$ cat src/rtl/usb_tx_pkt_ctrl_if.sv
// Handshake bundle between the TX FIFO/protocol side and the USB TX packet sequencer.
// master: FIFO/protocol/bit-timer side; slave: the sequencer.
interface usb_tx_pkt_ctrl_if #(parameter int BUF_AW = 7);
    logic              strobe;
    logic              byte_transmitted;
    logic [BUF_AW-1:0] buffer_occupancy;
    logic [3:0]        tx_packet;
    logic              get_tx_packet_data;
    logic              tx_transfer_active;
    logic              tx_error;
    logic              timer_enable;
    logic              timer_clear;
    logic              pts_load_enable;
    logic              pts_shift_enable;
    logic [2:0]        load_sel;
    logic              crc_clear;
    logic              eop;
    logic              idle;
    logic              packet_done;

    modport master (
        output strobe, byte_transmitted, buffer_occupancy, tx_packet,
        input  get_tx_packet_data, tx_transfer_active, tx_error, timer_enable, timer_clear,
               pts_load_enable, pts_shift_enable, load_sel, crc_clear, eop, idle, packet_done
    );

    modport slave (
        input  strobe, byte_transmitted, buffer_occupancy, tx_packet,
        output get_tx_packet_data, tx_transfer_active, tx_error, timer_enable, timer_clear,
               pts_load_enable, pts_shift_enable, load_sel, crc_clear, eop, idle, packet_done
    );
endinterface

$ cat src/rtl/usb_tx_pkt_ctrl.sv
// USB full-speed TX packet sequencer: SYNC, PID, token/data payload, CRC, EOP, inter-packet gap.
// Optional macro ZLP_EN: a DATA request with an empty FIFO sends a zero-length packet instead of erroring.
module usb_tx_pkt_ctrl #(
    parameter int BUF_AW         = 7,
    parameter int MAX_DATA_BYTES = 64,
    parameter int EOP_BITS       = 2,
    parameter int IDLE_GAP       = 3
) (
    input  logic              clk,
    input  logic              rst,
    usb_tx_pkt_ctrl_if.slave  bus
);
    localparam int CNT_W = $clog2(MAX_DATA_BYTES + 1);
    localparam int EOP_W = (EOP_BITS > 1) ? $clog2(EOP_BITS) : 1;
    localparam int GAP_W = (IDLE_GAP > 1) ? $clog2(IDLE_GAP) : 1;

    typedef enum logic [3:0] {
        S_IDLE, S_SYNC_LD, S_SYNC, S_PID_LD, S_PID, S_TOK_LD, S_TOK, S_DATA_LD,
        S_DATA, S_DATA_CHK, S_CRC_LD, S_CRC, S_EOP, S_GAP, S_ERR
    } state_t;

    typedef enum logic [1:0] {PC_DATA, PC_TOKEN, PC_HS, PC_ERR} pid_class_t;

    typedef struct packed {
        logic       get;
        logic       active;
        logic       err;
        logic       tmr_en;
        logic       tmr_clr;
        logic       load;
        logic       shift;
        logic [2:0] sel;
        logic       crc_clr;
        logic       eop;
        logic       idle;
        logic       done;
    } out_t;

    function automatic pid_class_t classify(input logic [3:0] pid);
        case (pid)
            4'b0011, 4'b1011:          classify = PC_DATA;
            4'b0001, 4'b1001, 4'b1101: classify = PC_TOKEN;
            4'b0010, 4'b1010, 4'b1110: classify = PC_HS;
            default:                   classify = PC_ERR;
        endcase
    endfunction

    // Outputs are a pure decode of the state being entered, so registering them keeps Moore timing.
    function automatic out_t decode(input state_t st, input logic idx);
        decode = '0;
        case (st)
            S_IDLE:     begin decode.idle = 1'b1; decode.tmr_clr = 1'b1; end
            S_SYNC_LD:  begin decode.load = 1'b1; decode.active = 1'b1; decode.sel = 3'd0; end
            S_PID_LD:   begin decode.load = 1'b1; decode.active = 1'b1; decode.sel = 3'd1; decode.crc_clr = 1'b1; end
            S_TOK_LD:   begin decode.load = 1'b1; decode.active = 1'b1; decode.sel = 3'd3 + {2'b00, idx}; end
            S_DATA_LD:  begin decode.load = 1'b1; decode.active = 1'b1; decode.sel = 3'd2; end
            S_CRC_LD:   begin decode.load = 1'b1; decode.active = 1'b1; decode.sel = 3'd5 + {2'b00, idx}; end
            S_SYNC, S_PID, S_TOK, S_DATA, S_CRC:
                        begin decode.shift = 1'b1; decode.tmr_en = 1'b1; decode.active = 1'b1; end
            S_DATA_CHK: begin decode.get = 1'b1; decode.active = 1'b1; end
            S_EOP:      begin decode.eop = 1'b1; decode.active = 1'b1; end
            S_GAP:      decode.idle = 1'b1;
            S_ERR:      decode.err = 1'b1;
            default:    decode = '0;
        endcase
    endfunction

    state_t            state_r, state_s;
    logic [3:0]        pid_r, pid_s;
    logic              idx_r, idx_s;
    logic              zlp_r, zlp_s;
    logic              ovf_r, ovf_s;
    logic [CNT_W-1:0]  byte_cnt_r, byte_cnt_s;
    logic [EOP_W-1:0]  eop_cnt_r, eop_cnt_s;
    logic [GAP_W-1:0]  gap_cnt_r, gap_cnt_s;
    logic              done_s;
    out_t              out_r, out_s;
    logic [BUF_AW-1:0] occ_s;
    logic              occ_nz_s;
    pid_class_t        req_class_s, pid_class_s;

    assign occ_s       = bus.buffer_occupancy;
    assign occ_nz_s    = |occ_s;
    assign req_class_s = classify(bus.tx_packet);
    assign pid_class_s = classify(pid_r);

    // Next-state and counter logic.
    always_comb begin
        state_s    = state_r;
        pid_s      = pid_r;
        idx_s      = idx_r;
        zlp_s      = zlp_r;
        ovf_s      = ovf_r;
        byte_cnt_s = byte_cnt_r;
        eop_cnt_s  = '0;
        gap_cnt_s  = '0;
        done_s     = 1'b0;
        case (state_r)
            S_IDLE: begin
                byte_cnt_s = '0;
                idx_s      = 1'b0;
                ovf_s      = 1'b0;
                zlp_s      = 1'b0;
                if (bus.tx_packet != 4'd0) begin
                    pid_s = bus.tx_packet;
                    if (req_class_s == PC_ERR) begin
                        state_s = S_ERR;
                    end else if (req_class_s == PC_DATA && !occ_nz_s) begin
`ifdef ZLP_EN
                        zlp_s   = 1'b1;
                        state_s = S_SYNC_LD;
`else
                        state_s = S_ERR;
`endif
                    end else begin
                        state_s = S_SYNC_LD;
                    end
                end else begin
                    state_s = S_IDLE;
                end
            end
            S_SYNC_LD: state_s = S_SYNC;
            S_SYNC:    state_s = bus.byte_transmitted ? S_PID_LD : S_SYNC;
            S_PID_LD:  state_s = S_PID;
            S_PID: begin
                idx_s = 1'b0;
                if (bus.byte_transmitted) begin
                    case (pid_class_s)
                        PC_DATA:  state_s = zlp_r ? S_CRC_LD : S_DATA_LD;
                        PC_TOKEN: state_s = S_TOK_LD;
                        default:  state_s = S_EOP;
                    endcase
                end else begin
                    state_s = S_PID;
                end
            end
            S_TOK_LD:  state_s = S_TOK;
            S_TOK: begin
                if (bus.byte_transmitted) begin
                    if (idx_r == 1'b0) begin
                        idx_s   = 1'b1;
                        state_s = S_TOK_LD;
                    end else begin
                        state_s = S_EOP;
                    end
                end else begin
                    state_s = S_TOK;
                end
            end
            S_DATA_LD: begin
                if (byte_cnt_r != CNT_W'(MAX_DATA_BYTES)) begin
                    byte_cnt_s = byte_cnt_r + CNT_W'(1);
                end else begin
                    byte_cnt_s = byte_cnt_r;
                end
                state_s = S_DATA;
            end
            S_DATA:    state_s = bus.byte_transmitted ? S_DATA_CHK : S_DATA;
            S_DATA_CHK: begin
                idx_s = 1'b0;
                if (occ_nz_s && byte_cnt_r == CNT_W'(MAX_DATA_BYTES)) begin
                    ovf_s   = 1'b1;
                    state_s = S_ERR;
                end else if (occ_nz_s) begin
                    state_s = S_DATA_LD;
                end else begin
                    state_s = S_CRC_LD;
                end
            end
            S_CRC_LD:  state_s = S_CRC;
            S_CRC: begin
                if (bus.byte_transmitted) begin
                    if (idx_r == 1'b0) begin
                        idx_s   = 1'b1;
                        state_s = S_CRC_LD;
                    end else begin
                        state_s = S_EOP;
                    end
                end else begin
                    state_s = S_CRC;
                end
            end
            S_EOP: begin
                eop_cnt_s = eop_cnt_r;
                if (bus.strobe && eop_cnt_r == EOP_W'(EOP_BITS - 1)) begin
                    done_s  = 1'b1;
                    state_s = (IDLE_GAP == 0) ? S_IDLE : S_GAP;
                end else if (bus.strobe) begin
                    eop_cnt_s = eop_cnt_r + EOP_W'(1);
                end else begin
                    eop_cnt_s = eop_cnt_r;
                end
            end
            S_GAP: begin
                gap_cnt_s = gap_cnt_r + GAP_W'(1);
                if (gap_cnt_r == GAP_W'(IDLE_GAP - 1)) begin
                    state_s = S_IDLE;
                end else begin
                    state_s = S_GAP;
                end
            end
            // An overflow still closes the packet on the line; a start error never left IDLE.
            S_ERR:     state_s = ovf_r ? S_EOP : S_IDLE;
            default:   state_s = S_IDLE;
        endcase
    end

    // Output decode of the next state; packet_done marks the cycle after the final EOP strobe.
    always_comb begin
        out_s      = decode(state_s, idx_s);
        out_s.done = done_s;
    end

    // State, counters and registered outputs.
    always_ff @(posedge clk) begin
        if (rst) begin
            state_r    <= S_IDLE;
            pid_r      <= 4'd0;
            idx_r      <= 1'b0;
            zlp_r      <= 1'b0;
            ovf_r      <= 1'b0;
            byte_cnt_r <= '0;
            eop_cnt_r  <= '0;
            gap_cnt_r  <= '0;
            out_r      <= decode(S_IDLE, 1'b0);
        end else begin
            state_r    <= state_s;
            pid_r      <= pid_s;
            idx_r      <= idx_s;
            zlp_r      <= zlp_s;
            ovf_r      <= ovf_s;
            byte_cnt_r <= byte_cnt_s;
            eop_cnt_r  <= eop_cnt_s;
            gap_cnt_r  <= gap_cnt_s;
            out_r      <= out_s;
        end
    end

    assign bus.get_tx_packet_data = out_r.get;
    assign bus.tx_transfer_active = out_r.active;
    assign bus.tx_error           = out_r.err;
    assign bus.timer_enable       = out_r.tmr_en;
    assign bus.timer_clear        = out_r.tmr_clr;
    assign bus.pts_load_enable    = out_r.load;
    assign bus.pts_shift_enable   = out_r.shift;
    assign bus.load_sel           = out_r.sel;
    assign bus.crc_clear          = out_r.crc_clr;
    assign bus.eop                = out_r.eop;
    assign bus.idle               = out_r.idle;
    assign bus.packet_done        = out_r.done;
endmodule

$ cat src/flat_wrapper.sv
// flat-port wrapper written by rule: the top's interface ports become plain ports
module usb_tx_pkt_ctrl_flat 
#(
    parameter int BUF_AW         = 7,
    parameter int MAX_DATA_BYTES = 64,
    parameter int EOP_BITS       = 2,
    parameter int IDLE_GAP       = 3
)
  (clk, rst, bus_strobe, bus_byte_transmitted, bus_buffer_occupancy, bus_tx_packet, bus_get_tx_packet_data, bus_tx_transfer_active, bus_tx_error, bus_timer_enable, bus_timer_clear, bus_pts_load_enable, bus_pts_shift_enable, bus_load_sel, bus_crc_clear, bus_eop, bus_idle, bus_packet_done);
  usb_tx_pkt_ctrl_if #(.BUF_AW(BUF_AW)) bus_i ();
  input  logic clk;
  input  logic rst;
  input wire logic [$bits(bus_i.strobe)-1:0] bus_strobe;
  input wire logic [$bits(bus_i.byte_transmitted)-1:0] bus_byte_transmitted;
  input wire logic [$bits(bus_i.buffer_occupancy)-1:0] bus_buffer_occupancy;
  input wire logic [$bits(bus_i.tx_packet)-1:0] bus_tx_packet;
  output wire logic [$bits(bus_i.get_tx_packet_data)-1:0] bus_get_tx_packet_data;
  output wire logic [$bits(bus_i.tx_transfer_active)-1:0] bus_tx_transfer_active;
  output wire logic [$bits(bus_i.tx_error)-1:0] bus_tx_error;
  output wire logic [$bits(bus_i.timer_enable)-1:0] bus_timer_enable;
  output wire logic [$bits(bus_i.timer_clear)-1:0] bus_timer_clear;
  output wire logic [$bits(bus_i.pts_load_enable)-1:0] bus_pts_load_enable;
  output wire logic [$bits(bus_i.pts_shift_enable)-1:0] bus_pts_shift_enable;
  output wire logic [$bits(bus_i.load_sel)-1:0] bus_load_sel;
  output wire logic [$bits(bus_i.crc_clear)-1:0] bus_crc_clear;
  output wire logic [$bits(bus_i.eop)-1:0] bus_eop;
  output wire logic [$bits(bus_i.idle)-1:0] bus_idle;
  output wire logic [$bits(bus_i.packet_done)-1:0] bus_packet_done;
  assign bus_i.strobe = bus_strobe;
  assign bus_i.byte_transmitted = bus_byte_transmitted;
  assign bus_i.buffer_occupancy = bus_buffer_occupancy;
  assign bus_i.tx_packet = bus_tx_packet;
  assign bus_get_tx_packet_data = bus_i.get_tx_packet_data;
  assign bus_tx_transfer_active = bus_i.tx_transfer_active;
  assign bus_tx_error = bus_i.tx_error;
  assign bus_timer_enable = bus_i.timer_enable;
  assign bus_timer_clear = bus_i.timer_clear;
  assign bus_pts_load_enable = bus_i.pts_load_enable;
  assign bus_pts_shift_enable = bus_i.pts_shift_enable;
  assign bus_load_sel = bus_i.load_sel;
  assign bus_crc_clear = bus_i.crc_clear;
  assign bus_eop = bus_i.eop;
  assign bus_idle = bus_i.idle;
  assign bus_packet_done = bus_i.packet_done;
  usb_tx_pkt_ctrl #(.BUF_AW(BUF_AW), .MAX_DATA_BYTES(MAX_DATA_BYTES), .EOP_BITS(EOP_BITS), .IDLE_GAP(IDLE_GAP)) u_core (.clk(clk), .rst(rst), .bus(bus_i));
endmodule
$ cat config.mk
export PLATFORM = sky130hd
export DESIGN_NAME = usb_tx_pkt_ctrl_flat
export DESIGN_NICKNAME = d
export VERILOG_FILES = /design/src/rtl/usb_tx_pkt_ctrl_if.sv /design/src/rtl/usb_tx_pkt_ctrl.sv /design/src/flat_wrapper.sv
export SDC_FILE = /design/constraint.sdc
export NUM_CORES = 1
export LEC_CHECK = 0
export CAP_MARGIN = 0
export CORE_ASPECT_RATIO = 0.6
export CORE_UTILIZATION = 45
export CTS_CLUSTER_DIAMETER = 30
export DETAILED_ROUTE_END_ITERATION = 12
export PLACE_DENSITY = 0.71
export SLEW_MARGIN = 20
export SYNTH_ARGS = -nofsm -noshare
export SYNTH_HDL_FRONTEND = slang
export SYNTH_SLANG_ARGS = --single-unit
$ cat constraint.sdc
create_clock -name clk -period 2.6 [get_ports clk]
set_input_delay 0.52 -clock clk [delete_from_list [all_inputs] [get_ports clk]]
set_output_delay 0.52 -clock clk [all_outputs]
set_load 0.01 [all_outputs]
==> results by group, run 1 <==
Outcome
  • Outcome: complete, but fails checks
  • Failing checks: design-rule violations

Run
  • Max Cap Viol: 0

Clock network
  • Total CTS buffers: 5
  • Worst-Skew Late Latency: between 0.2 and 0.3 ns
  • Htree depth: 2
  • Clock Path Buffers: 2
  • Resized Gates After CTS: 0
  • Setup bufs post-CTS: 0
  • CTS root buf: clkbuf_8
  • CTS tree: yes
  • Worst-path clk slew: 0.07 ns
  • TritonCTS Sinks: 35
  • Hold_buf cts: 0

Yosys
  • Number of distinct library cells after synthesis: 54
  • Post-synth EDFFs: 0
  • Seq/Total Area, Yosys: 38.4%
  • Post-synth top area cell: dfxtp_1
  • Synthesized net count: approximately 230
  • Top_reg_cell synth: dfxtp_1
  • Post-Syn Instances: 215
  • Top cells by area, synth: dfxtp_1 (38%), nor2_1 (5.1%), a21oi_1 (4.1%)
  • Synthesis-stage register bit count: 35
  • Netlist Area Pre-Place: 0.00183 sq mm
  • Fraction of registers with async set or reset after synthesis: 0%
  • Synth top area share: a little under two fifths
  • Avg Cell Area, Syn: 8.50 sq um
  • Synth warnings: 0

STA
  • Final-report hold violation count: 0
  • Final slew viol count: 0
  • Worst Skew: 0.00491 ns
  • Period utilisation layout: 91.5%
  • Crit path time final: 2.38 ns
  • Setup tns final: 0 ns
  • Final setup fails: 0
  • Max_slew headroom: a little over half
  • Worst Max-Slew Pin Slew: 0.713 ns
  • Hold slack: 0.413 ns
  • Setup repair after global routing missed its margin: false
  • Max Fclk: 420 MHz
  • Setup slack after layout: 0.222 ns

Route
  • Routed wire length: 4150 um
  • Mean routed wirelength per cell: 13.3 um
  • Vias/cell: 5.42
  • Via count: 1686
  • DRC Markers: 5
  • DRT iter0 DRCs: 89
  • TritonRoute pass-1 iters: 9
  • Antenna viol nets, final: 0

Final layout
  • Area Overhead vs Synth: 29.0%
  • Fillers: 315
  • Reg area: 701 sq um
  • Post-Layout Cell Count: 311
  • Antenna Diode Count: 0
  • Multi-input gate area: roughly 0.001 sq mm
  • Layout Nets: 281
  • Share of layout cells above drive strength 1: 16.7%

Floorplan
  • Die span in x: 84.3 um
  • Initial core utilization: 48.5%
  • Die height: approximately 51 um
  • Full die area: 0.00433 sq mm
  • Core Box Area: 0.00376 sq mm
  • IO Count: 29
  • # rows: 17

Worst setup path
  • R2r setup slk: approximately 0.23 ns
  • Worst path slowest cell: clkdlybuf4s50_1
  • Critical path class: input port to flip-flop
  • Setup crit end kind: flip-flop
  • Element type at the critical path start: input port
  • Critical path fanouts, max: 5
  • CP cell instances: clkdlybuf4s50_1 > and2_1 > o31ai_2 > o22ai_2 > and3b_1 > or4b_1 > a21oi_1
  • Data arrival, critical path: about 2.6 ns
  • CP max stage delay: approximately 0.46 ns
  • Crit path required time: 2.81 ns

Placement
  • Post-DP HPWL: 3090 um
  • Placed insts: 303
  • Buffers on Ports: 28
  • GP Congestion: 0.878
  • DP Worst Slack: -0.0264 ns

GRT
  • GRT Overall Usage: 20.9%
  • Initial antenna violation count: 0
  • Vias in the first global route: 1494
  • Pin count of the biggest net entering global routing: 22
  • First-pass GRT wire length: 6980 um
  • Congestion Overflow GR: 0

Power
  • Power, Total: 2.50 mW
  • Worst VDD drop: 553 uV
  • Power Density: 1060 mW/mm^2
  • LEAKAGE: 0.898 nW

Min path
  • Worst Hold Class: flip-flop to flip-flop
worst paths after layout:
| path | startpoint | end | cells after the start |
|---|---|---|---|
| min | u_core.gap_cnt_r[0]$_SDFF_PP0_ | u_core.gap_cnt_r[0]$_SDFF_PP0_ | 1 |
| max | bus_tx_packet[0] | u_core.bus.load_sel[1]$_SDFF_PP0_ | 7 |
| min reg2reg | u_core.gap_cnt_r[0]$_SDFF_PP0_ | u_core.gap_cnt_r[0]$_SDFF_PP0_ | 1 |
| max reg2reg | u_core.state_r[1]$_SDFF_PP0_ | u_core.bus.load_sel[1]$_SDFF_PP0_ | 7 |
stage by stage:
step / util (%) / instance area [sq um]
3_5_place_dp: 60.5 / 2280
2_1_floorplan: - / 1830
4_1_cts: 62.6 / 2360
3_3_place_gp: 60.5 / 2280
5_1_grt: 62.6 / 2360
6_report: 62.6 / 2360
registers in the layout (all words and copies together) (netlist names), 2 cells and up:
signal / flops
u_core.bus.load_sel: 3
u_core.byte_cnt_r: 7
u_core.gap_cnt_r: 2
u_core.pid_class_s: 2
u_core.pid_r: 4
u_core.state_r: 4
metal layers:
| metal | vias up | GRT usage (%) | wire length, um |
|---|---|---|---|
| met1 | 764 | 30.4 | 2210 |
| met4 | 0 | 4.60 | 25 |
| li1 | 864 | - | - |
| met5 | - | 0 | 0 |
| met2 | 54 | 30.7 | 1660 |
| met3 | 4 | 5.49 | 258 |
final cells by class:
cell class / instances / share of cell area [%]
well taps: 47 / 2.49
clock inverters: 1 / 0.212
inverters: 7 / 1.11
clock buffers: 7 / 3.24
flip-flops and latches: 35 / 29.7
repair buffers: 53 / 19.9
multi-input cells: 161 / 43.4
worst max-delay path: cells and delay by family:
| kind | cells | cell delay (ns) |
|---|---|---|
| AND/OR/NAND/NOR | 3 | 0.98 |
| AO/OA/AOI/OAI | 3 | 0.63 |
| buffers and inverters | 1 | 0.46 |
logic make-up (layout without fill, tap and decap cells):
logic type	Yosys count	count (layout)	share of synthesized area (%)
DFF	35	35	38.4
buffers and inverters	19	68	5.68
xor gates and xnor gates	8	8	3.84
and+or+nand+nor	104	104	32.5
AOI/OAI and AO/OA	46	46	17.5
adders and majority gates	3	3	2.06
cell usage after synthesis, types with 2 or more instances:
| cell type | number |
|---|---|
| nand4b_1 | 3 |
| nor2_2 | 2 |
| a21oi_1 | 15 |
| a22oi_1 | 2 |
| o31ai_2 | 2 |
| nor4_1 | 2 |
| or4b_1 | 2 |
| nand2b_1 | 6 |
| o21ai_0 | 5 |
| a31oi_1 | 4 |
| o22ai_1 | 3 |
| ha_1 | 3 |
| nand2_1 | 17 |
| and3b_1 | 2 |
| o22a_1 | 2 |
| dfxtp_1 | 35 |
| or3_1 | 2 |
| buf_2 | 5 |
| nor2b_1 | 6 |
| nor2_1 | 25 |
| nor3_1 | 7 |
| inv_1 | 6 |
| nand3_1 | 9 |
| xor2_1 | 4 |
| nor3b_1 | 2 |
| and2_1 | 3 |
| a21o_1 | 2 |
| buf_6 | 3 |
| xnor2_1 | 4 |
| clkbuf_1 | 3 |
| o21ai_1 | 3 |
| nand4_1 | 4 |
report_power, final:
part	internal (mW)	leakage, nW	switching, mW
Sequential	0.654	0.286	0.141
Clock	0.188	0.0422	0.194
Combinational	0.662	0.570	0.656
placed cells by master, fill, tap and decap left out, types with 3 or more instances in the layout:
cell	count
o21ai_1	3
buf_4	25
nor3_1	7
ha_1	3
nand4b_1	3
nand2_1	17
xor2_1	4
nor2_1	25
nand4_1	4
xnor2_1	4
o21ai_0	5
nand2b_1	6
inv_1	6
dfxtp_1	35
nand3_1	9
clkdlybuf4s50_1	28
o22ai_1	3
clkbuf_8	5
a31oi_1	4
nor2b_1	6
a21oi_1	15
and2_1	3
No activity file was read; power rests on OpenSTA's default activity.
==> run 2, diff against run 1 <==
Settings changed: CORE_MARGIN from default to 5.
==> results by group, run 2 (synthesized netlist as in run 1, its figures left out) <==
Route
  • Via count: 1713 (+1.6%)
  • Vias/cell: 5.51 (+1.6%)
  • DRT iter0 DRCs: 109 (+22%)
  • TritonRoute pass-1 iters: 4 (-5)
  • Routed wire length: 4410 um (+6.2%)
  • Mean routed wirelength per cell: 14.2 um (+6.2%)
  • DRC Markers: 0 (-5)
  • Antenna viol nets, final: 0 (unchanged)

Floorplan
  • IO Count: 29 (unchanged)
  • Die height: 59.4 um (+16%)
  • # rows: 17 (unchanged)
  • Full die area: 0.00548 sq mm (+27%)
  • Initial core utilization: 48.2% (-0.27 points)
  • Die span in x: 92.3 um (+9.5%)
  • Core Box Area: 0.00379 sq mm (+0.56%)

Worst setup path
  • Most used cell, CP: buf_4
  • Worst path slowest cell: or4b_1
  • Element type at the critical path start: flip-flop
  • Crit path required time: 2.82 ns (about the same)
  • Data arrival, critical path: 2.51 ns (-0.07 ns)
  • CP max stage delay: 0.50 ns (+0.04 ns)
  • Critical path fanouts, max: 11 (+6)
  • Critical path class: flip-flop to flip-flop
  • CP cell instances: buf_4 > or3b_1 > o22a_1 > o2111ai_2 > a221oi_2 > buf_4 > or4b_1 > a21oi_1
  • Setup crit end kind: flip-flop

STA
  • Setup repair after global routing missed its margin: false
  • Crit path time final: 2.28 ns (-0.0953 ns)
  • Setup slack after layout: 0.317 ns (+0.0953 ns)
  • Final setup fails: 0 (unchanged)
  • Hold slack: 0.409 ns (-0.00417 ns)
  • Setup tns final: 0 ns (unchanged)
  • Final slew viol count: 0 (unchanged)
  • Max_slew headroom: 68.6% (+16 points)
  • Period utilisation layout: 87.8% (-3.7 points)
  • Max Fclk: 438 MHz (+4.2%)
  • Worst Max-Slew Pin Slew: 0.470 ns (-0.244 ns)
  • Worst Skew: 0.00733 ns (+0.00242 ns)
  • Final-report hold violation count: 0 (unchanged)

Clock network
  • Worst-Skew Late Latency: 0.29 ns (about the same)
  • Hold_buf cts: 0 (unchanged)
  • TritonCTS Sinks: 35 (unchanged)
  • Worst-path clk slew: 0.08 ns (about the same)
  • Clock Path Buffers: 2 (unchanged)
  • CTS tree: yes
  • Resized Gates After CTS: 0 (unchanged)
  • Htree depth: 2 (unchanged)
  • Setup bufs post-CTS: 0 (unchanged)
  • CTS root buf: clkbuf_8
  • Total CTS buffers: 5 (unchanged)

GRT
  • Vias in the first global route: 1575 (+5.4%)
  • First-pass GRT wire length: 7400 um (+5.9%)
  • GRT Overall Usage: 17.3% (-3.6 points)
  • Initial antenna violation count: 0 (unchanged)
  • Congestion Overflow GR: 0 (unchanged)
  • Pin count of the biggest net entering global routing: 14 (-36%)

Final layout
  • Post-Layout Cell Count: 311 (unchanged)
  • Largest registers: u_core.byte_cnt_r: 7 flops, u_core.pid_r: 4 flops, u_core.state_r: 4 flops
  • Number of flip-flops in the largest register: 7 (unchanged)
  • Fillers: 320 (+1.6%)
  • Commonest non-fill, non-tap cell in the layout: dfxtp_1
  • Biggest register: u_core.byte_cnt_r
  • Area Overhead vs Synth: 31.2%
  • Layout Nets: 281 (unchanged)
  • Antenna Diode Count: 0 (unchanged)
  • Most frequent cells in the layout: dfxtp_1 (35), clkdlybuf4s50_1 (28), nor2_1 (25), buf_4 (25), nand2_1 (17)
  • Share of layout cells above drive strength 1: 17.4% (+0.76 points)
  • Finished Cell Area: 0.00240 sq mm (+1.7%)
  • Multi-input gate area: 0.00102 sq mm (unchanged)
  • Reg area: 701 sq um (unchanged)

Power
  • Gate power share: 51.2% (-1.6 points)
  • Clk pwr share: 19.6% (+4.3 points)
  • P_sw: 1.03 mW (+3.8%)
  • Worst VDD drop: 596 uV (+7.7%)
  • Int Pwr: 1.63 mW (+8.6%)
  • Sequential share of power: 29.1% (-2.8 points)
  • LEAKAGE: 0.917 nW (+2.1%)
  • Sw frac: 38.7% (-1.1 points)
  • Power Density: 1110 mW/mm^2 (+4.9%)

Placement
  • DP Worst Slack: 0.0334 ns (+0.0598 ns)
  • Buffers on Ports: 28 (unchanged)
  • Placed insts: 303 (unchanged)
  • GP Congestion: 0.861 (-1.9%)
  • Post-DP HPWL: 3370 um (+9.1%)
  • Post-place instance area: 0.00228 sq mm (unchanged)

Min path
  • Worst Hold Class: flip-flop to flip-flop

Outcome
  • Outcome: complete, no violations

Run
  • Max Cap Viol: 0 (unchanged)
-- run 2: metrics by stage --
step / power [mW] / utilization, %
2_1_floorplan: 1.69 / -
3_3_place_gp: 2.11 / 60.1
3_5_place_dp: 2.13 / 60.1
4_1_cts: 2.66 / 63.3
5_1_grt: 2.85 / 63.3
6_report: 2.66 / 63.3
-- run 2: critical path: cells and delay by family (launching register included) --
kind	cells	cell delay [ns]
AOI/OAI and AO/OA	4	0.53
buffers and inverters	2	0.41
DFF	1	0.43
and+or+nand+nor	2	0.85
-- run 2: layout make-up --
class	instances	share of cell area, %
well taps	47	2.45
clock inverters	2	1.62
multi-input cells	161	42.6
inverters	7	1.10
clock buffers	6	3.44
repair buffers	53	19.5
flip-flops and latches	35	29.2
-- run 2: power by group through the flow --
| stage | clock [mW] | combinational, mW | sequential (mW) |
|---|---|---|---|
| after floorplan | 0 | 0.934 | 0.757 |
| after global placement | 0 | 1.33 | 0.782 |
| after detailed placement | 0 | 1.34 | 0.786 |
| after CTS | 0.528 | 1.36 | 0.775 |
| after global routing | 0.557 | 1.50 | 0.790 |
| final | 0.523 | 1.36 | 0.775 |
-- run 2: worst paths after layout --
kind	from	to	slack, ns	depth (start not counted)
max	u_core.state_r[1]$_SDFF_PP0_	u_core.bus.load_sel[1]$_SDFF_PP0_	0.32	8
min	u_core.gap_cnt_r[0]$_SDFF_PP0_	u_core.gap_cnt_r[0]$_SDFF_PP0_	0.41	1
max reg2reg	u_core.state_r[1]$_SDFF_PP0_	u_core.bus.load_sel[1]$_SDFF_PP0_	0.32	8
min reg2reg	u_core.gap_cnt_r[0]$_SDFF_PP0_	u_core.gap_cnt_r[0]$_SDFF_PP0_	0.41	1
-- run 2: routing by layer --
| layer | part of all wire [%] | vias up | track usage, % |
|---|---|---|---|
| met1 | 50 | 782 | 25.0 |
| met4 | 1.3 | 0 | 6.34 |
| met2 | 41 | 63 | 25.1 |
| met5 | 0 | - | 0 |
| li1 | - | 862 | - |
| met3 | 7.6 | 6 | 3.93 |
==> run 3, diff against run 2 <==
--- a/config.mk
+++ b/config.mk
@@ -9,8 +9,8 @@
 export CORE_ASPECT_RATIO = 0.6
 export CORE_MARGIN = 5
-export CORE_UTILIZATION = 45
+export CORE_UTILIZATION = 30
 export CTS_CLUSTER_DIAMETER = 30
 export DETAILED_ROUTE_END_ITERATION = 12
-export PLACE_DENSITY = 0.71
+export PLACE_DENSITY = 0.52
 export SLEW_MARGIN = 20
 export SYNTH_ARGS = -nofsm -noshare
==> constraint.sdc (replaced) <==
create_clock -name clk -period 2.6 [get_ports clk]
set_input_delay 0.52 -clock clk [delete_from_list [all_inputs] [get_ports clk]]
set_output_delay 0.52 -clock clk [all_outputs]
set_load 0.02 [all_outputs]
==> results by group, run 3 (synthesized netlist as in run 1, its figures left out) <==
Route
  • DRC Markers: 0 (unchanged)
  • Vias/cell: 4.75 (-14%)
  • Routed wire length: 4580 um (+3.8%)
  • DRT iter0 DRCs: 60 (-45%)
  • Mean routed wirelength per cell: 13.1 um (-7.5%)
  • Antenna viol nets, final: 0 (unchanged)
  • TritonRoute pass-1 iters: 4 (unchanged)
  • Via count: 1659 (-3.2%)

Final layout
  • Most frequent cells in the layout: dfxtp_1 (35), clkdlybuf4s50_1 (28), buf_4 (26)
  • Biggest register: u_core.byte_cnt_r
  • Share of layout cells above drive strength 1: 17.7% (+0.31 points)
  • Fillers: 648 (+100%)
  • Layout Nets: 282 (+0.36%)
  • Area Overhead vs Synth: 33.2%
  • Number of flip-flops in the largest register: 7 (unchanged)
  • Post-Layout Cell Count: 349 (+12%)
  • Largest registers: u_core.byte_cnt_r: 7 flops, u_core.pid_r: 4 flops, u_core.state_r: 4 flops
  • Antenna Diode Count: 0 (unchanged)
  • Finished Cell Area: 0.00243 sq mm (+1.5%)
  • Final Util: 40.6% (-23 points)
  • Commonest non-fill, non-tap cell in the layout: dfxtp_1

Floorplan
  • Initial core utilization: 30.4% (-18 points)
  • Die height: 70.4 um (+19%)
  • Core Box Area: 0.00600 sq mm (+58%)
  • IO Count: 29 (unchanged)
  • Die span in x: 111 um (+20%)
  • Full die area: 0.00780 sq mm (+42%)
  • # rows: 22 (+5)

Placement
  • GP Congestion: 0.837 (-2.8%)
  • Post-DP HPWL: 3610 um (+7.1%)
  • Buffers on Ports: 28 (unchanged)
  • Post-place instance area: 0.00233 sq mm (+2.4%)
  • DP Worst Slack: -0.0869 ns (-0.120 ns)
  • Placed insts: 341 (+13%)

Clock network
  • Htree depth: 2 (unchanged)
  • TritonCTS Sinks: 35 (unchanged)
  • CTS root buf: clkbuf_8
  • Worst-path clk slew: 0.07 ns (about the same)
  • Hold_buf cts: 0 (unchanged)
  • Worst-Skew Late Latency: 0.28 ns (about the same)
  • CTS tree: yes
  • Resized Gates After CTS: 0 (unchanged)
  • Total CTS buffers: 5 (unchanged)
  • Setup bufs post-CTS: 0 (unchanged)
  • Clock Path Buffers: 2 (unchanged)

STA
  • Max_slew headroom: 64.7% (-3.9 points)
  • Worst Skew: 0.00569 ns (-0.00164 ns)
  • Setup slack after layout: 0.215 ns (-0.102 ns)
  • Final setup fails: 0 (unchanged)
  • Crit path time final: 2.39 ns (+0.102 ns)
  • Period utilisation layout: 91.7% (+3.9 points)
  • Setup repair after global routing missed its margin: false
  • Final-report hold violation count: 0 (unchanged)
  • Final slew viol count: 0 (unchanged)
  • Worst Max-Slew Pin Slew: 0.528 ns (+0.0584 ns)
  • Max Fclk: 419 MHz (-4.3%)

Power
  • LEAKAGE: 0.909 nW (-0.81%)
  • Power Density: 1080 mW/mm^2 (-2.5%)
  • Power, Total: 2.63 mW (-1.0%)
  • Worst VDD drop: 326 uV (-45%)

Worst setup path
  • Element type at the critical path start: input port
  • R2R cell count: 8 (unchanged)
  • CP Depth: 7 (-1)
  • Data arrival, critical path: 2.60 ns (+0.09 ns)
  • Critical path class: input port to flip-flop
  • Critical path's top delay family: simple AND/OR/NAND/NOR gates
  • Critical path fanouts, max: 8 (-3)
  • CP max stage delay: 0.46 ns (-0.04 ns)
  • R2r setup slk: 0.29 ns (-0.03 ns)
  • Setup crit end kind: flip-flop
  • CP cell instances: clkdlybuf4s50_1 > and2_1 > o31ai_2 > o22ai_2 > and3b_1 > or4b_1 > a21oi_1
  • Worst path slowest cell: or4b_1
  • Worst path bufs/invs: 1 (-1)
  • Crit path required time: 2.81 ns (about the same)
  • Reg-to-Reg End: u_core.bus.load_sel[1]$_SDFF_PP0_
  • Crit Reg-Reg Startpoint: u_core.state_r[1]$_SDFF_PP0_

GRT
  • Initial antenna violation count: 0 (unchanged)
  • GRT met3 Usage: 4.50% (+0.57 points)
  • GR peak layer: met1
  • Pin count of the biggest net entering global routing: 16 (+2)
  • Congestion Overflow GR: 0 (unchanged)
  • Vias in the first global route: 1641 (+4.2%)
  • First-pass GRT wire length: 7900 um (+6.8%)
  • Met1 Resource Use GR: 17.9% (-7.1 points)
  • GRT Overall Usage: 12.6% (-4.7 points)
  • Met2 usage: 17.6% (-7.5 points)

Min path
  • Worst Hold Path Cells: 1 (unchanged)
  • Worst Hold Launch: u_core.gap_cnt_r[0]$_SDFF_PP0_
  • Hold endpoint: u_core.gap_cnt_r[0]$_SDFF_PP0_
  • Worst Hold Class: flip-flop to flip-flop

Run
  • Max Cap Viol: 0 (unchanged)

Outcome
  • Outcome: complete, no violations
## run 3: layer usage
metal | up-vias | share of wire, %
met2 | 38 | 39
met4 | 0 | 0.72
met3 | 4 | 5.4
met5 | - | 0
li1 | 864 | -
met1 | 753 | 55
## run 3: worst max path at each step
stage	slack (ns)	end	startpoint
2_1_floorplan	0.46	u_core.bus.eop$_SDFF_PP0_	bus_buffer_occupancy[2]
3_3_place_gp	-0.04	u_core.bus.load_sel[1]$_SDFF_PP0_	bus_tx_packet[0]
3_5_place_dp	-0.09	u_core.bus.load_sel[1]$_SDFF_PP0_	bus_tx_packet[0]
4_1_cts	0.22	u_core.bus.load_sel[1]$_SDFF_PP0_	bus_tx_packet[0]
5_1_grt	0.09	u_core.bus.load_sel[1]$_SDFF_PP0_	u_core.state_r[1]$_SDFF_PP0_
6_report	0.21	u_core.bus.load_sel[1]$_SDFF_PP0_	bus_tx_packet[0]
## run 3: power breakdown
| part | switching [mW] | leakage (nW) | total [mW] | internal [mW] |
|---|---|---|---|---|
| combinational | 0.736 | 0.573 | 1.42 | 0.686 |
| clock | 0.198 | 0.0505 | 0.439 | 0.241 |
| sequential | 0.120 | 0.286 | 0.773 | 0.654 |
## run 3: area by class of cell
| class | instances | area, sq um | area share, % |
|---|---|---|---|
| Clock buffer | 7 | 96.3 | 3.96 |
| Timing Repair Buffer | 54 | 475 | 19.5 |
| Inverter | 7 | 26.3 | 1.08 |
| Multi-Input combinational cell | 161 | 1020 | 42.0 |
| Tap cell | 84 | 105 | 4.32 |
| Sequential cell | 35 | 701 | 28.8 |
| Clock inverter | 1 | 7.51 | 0.308 |
## run 3: metrics by stage
| stage | TNS, ns | hold WS, ns |
|---|---|---|
| 2_1_floorplan | 0 | 0.391 |
| 3_3_place_gp | -0.0780 | 0.402 |
| 3_5_place_dp | -0.210 | 0.406 |
| 4_1_cts | 0 | 0.417 |
| 5_1_grt | 0 | 0.443 |
| 6_report | 0 | 0.413 |
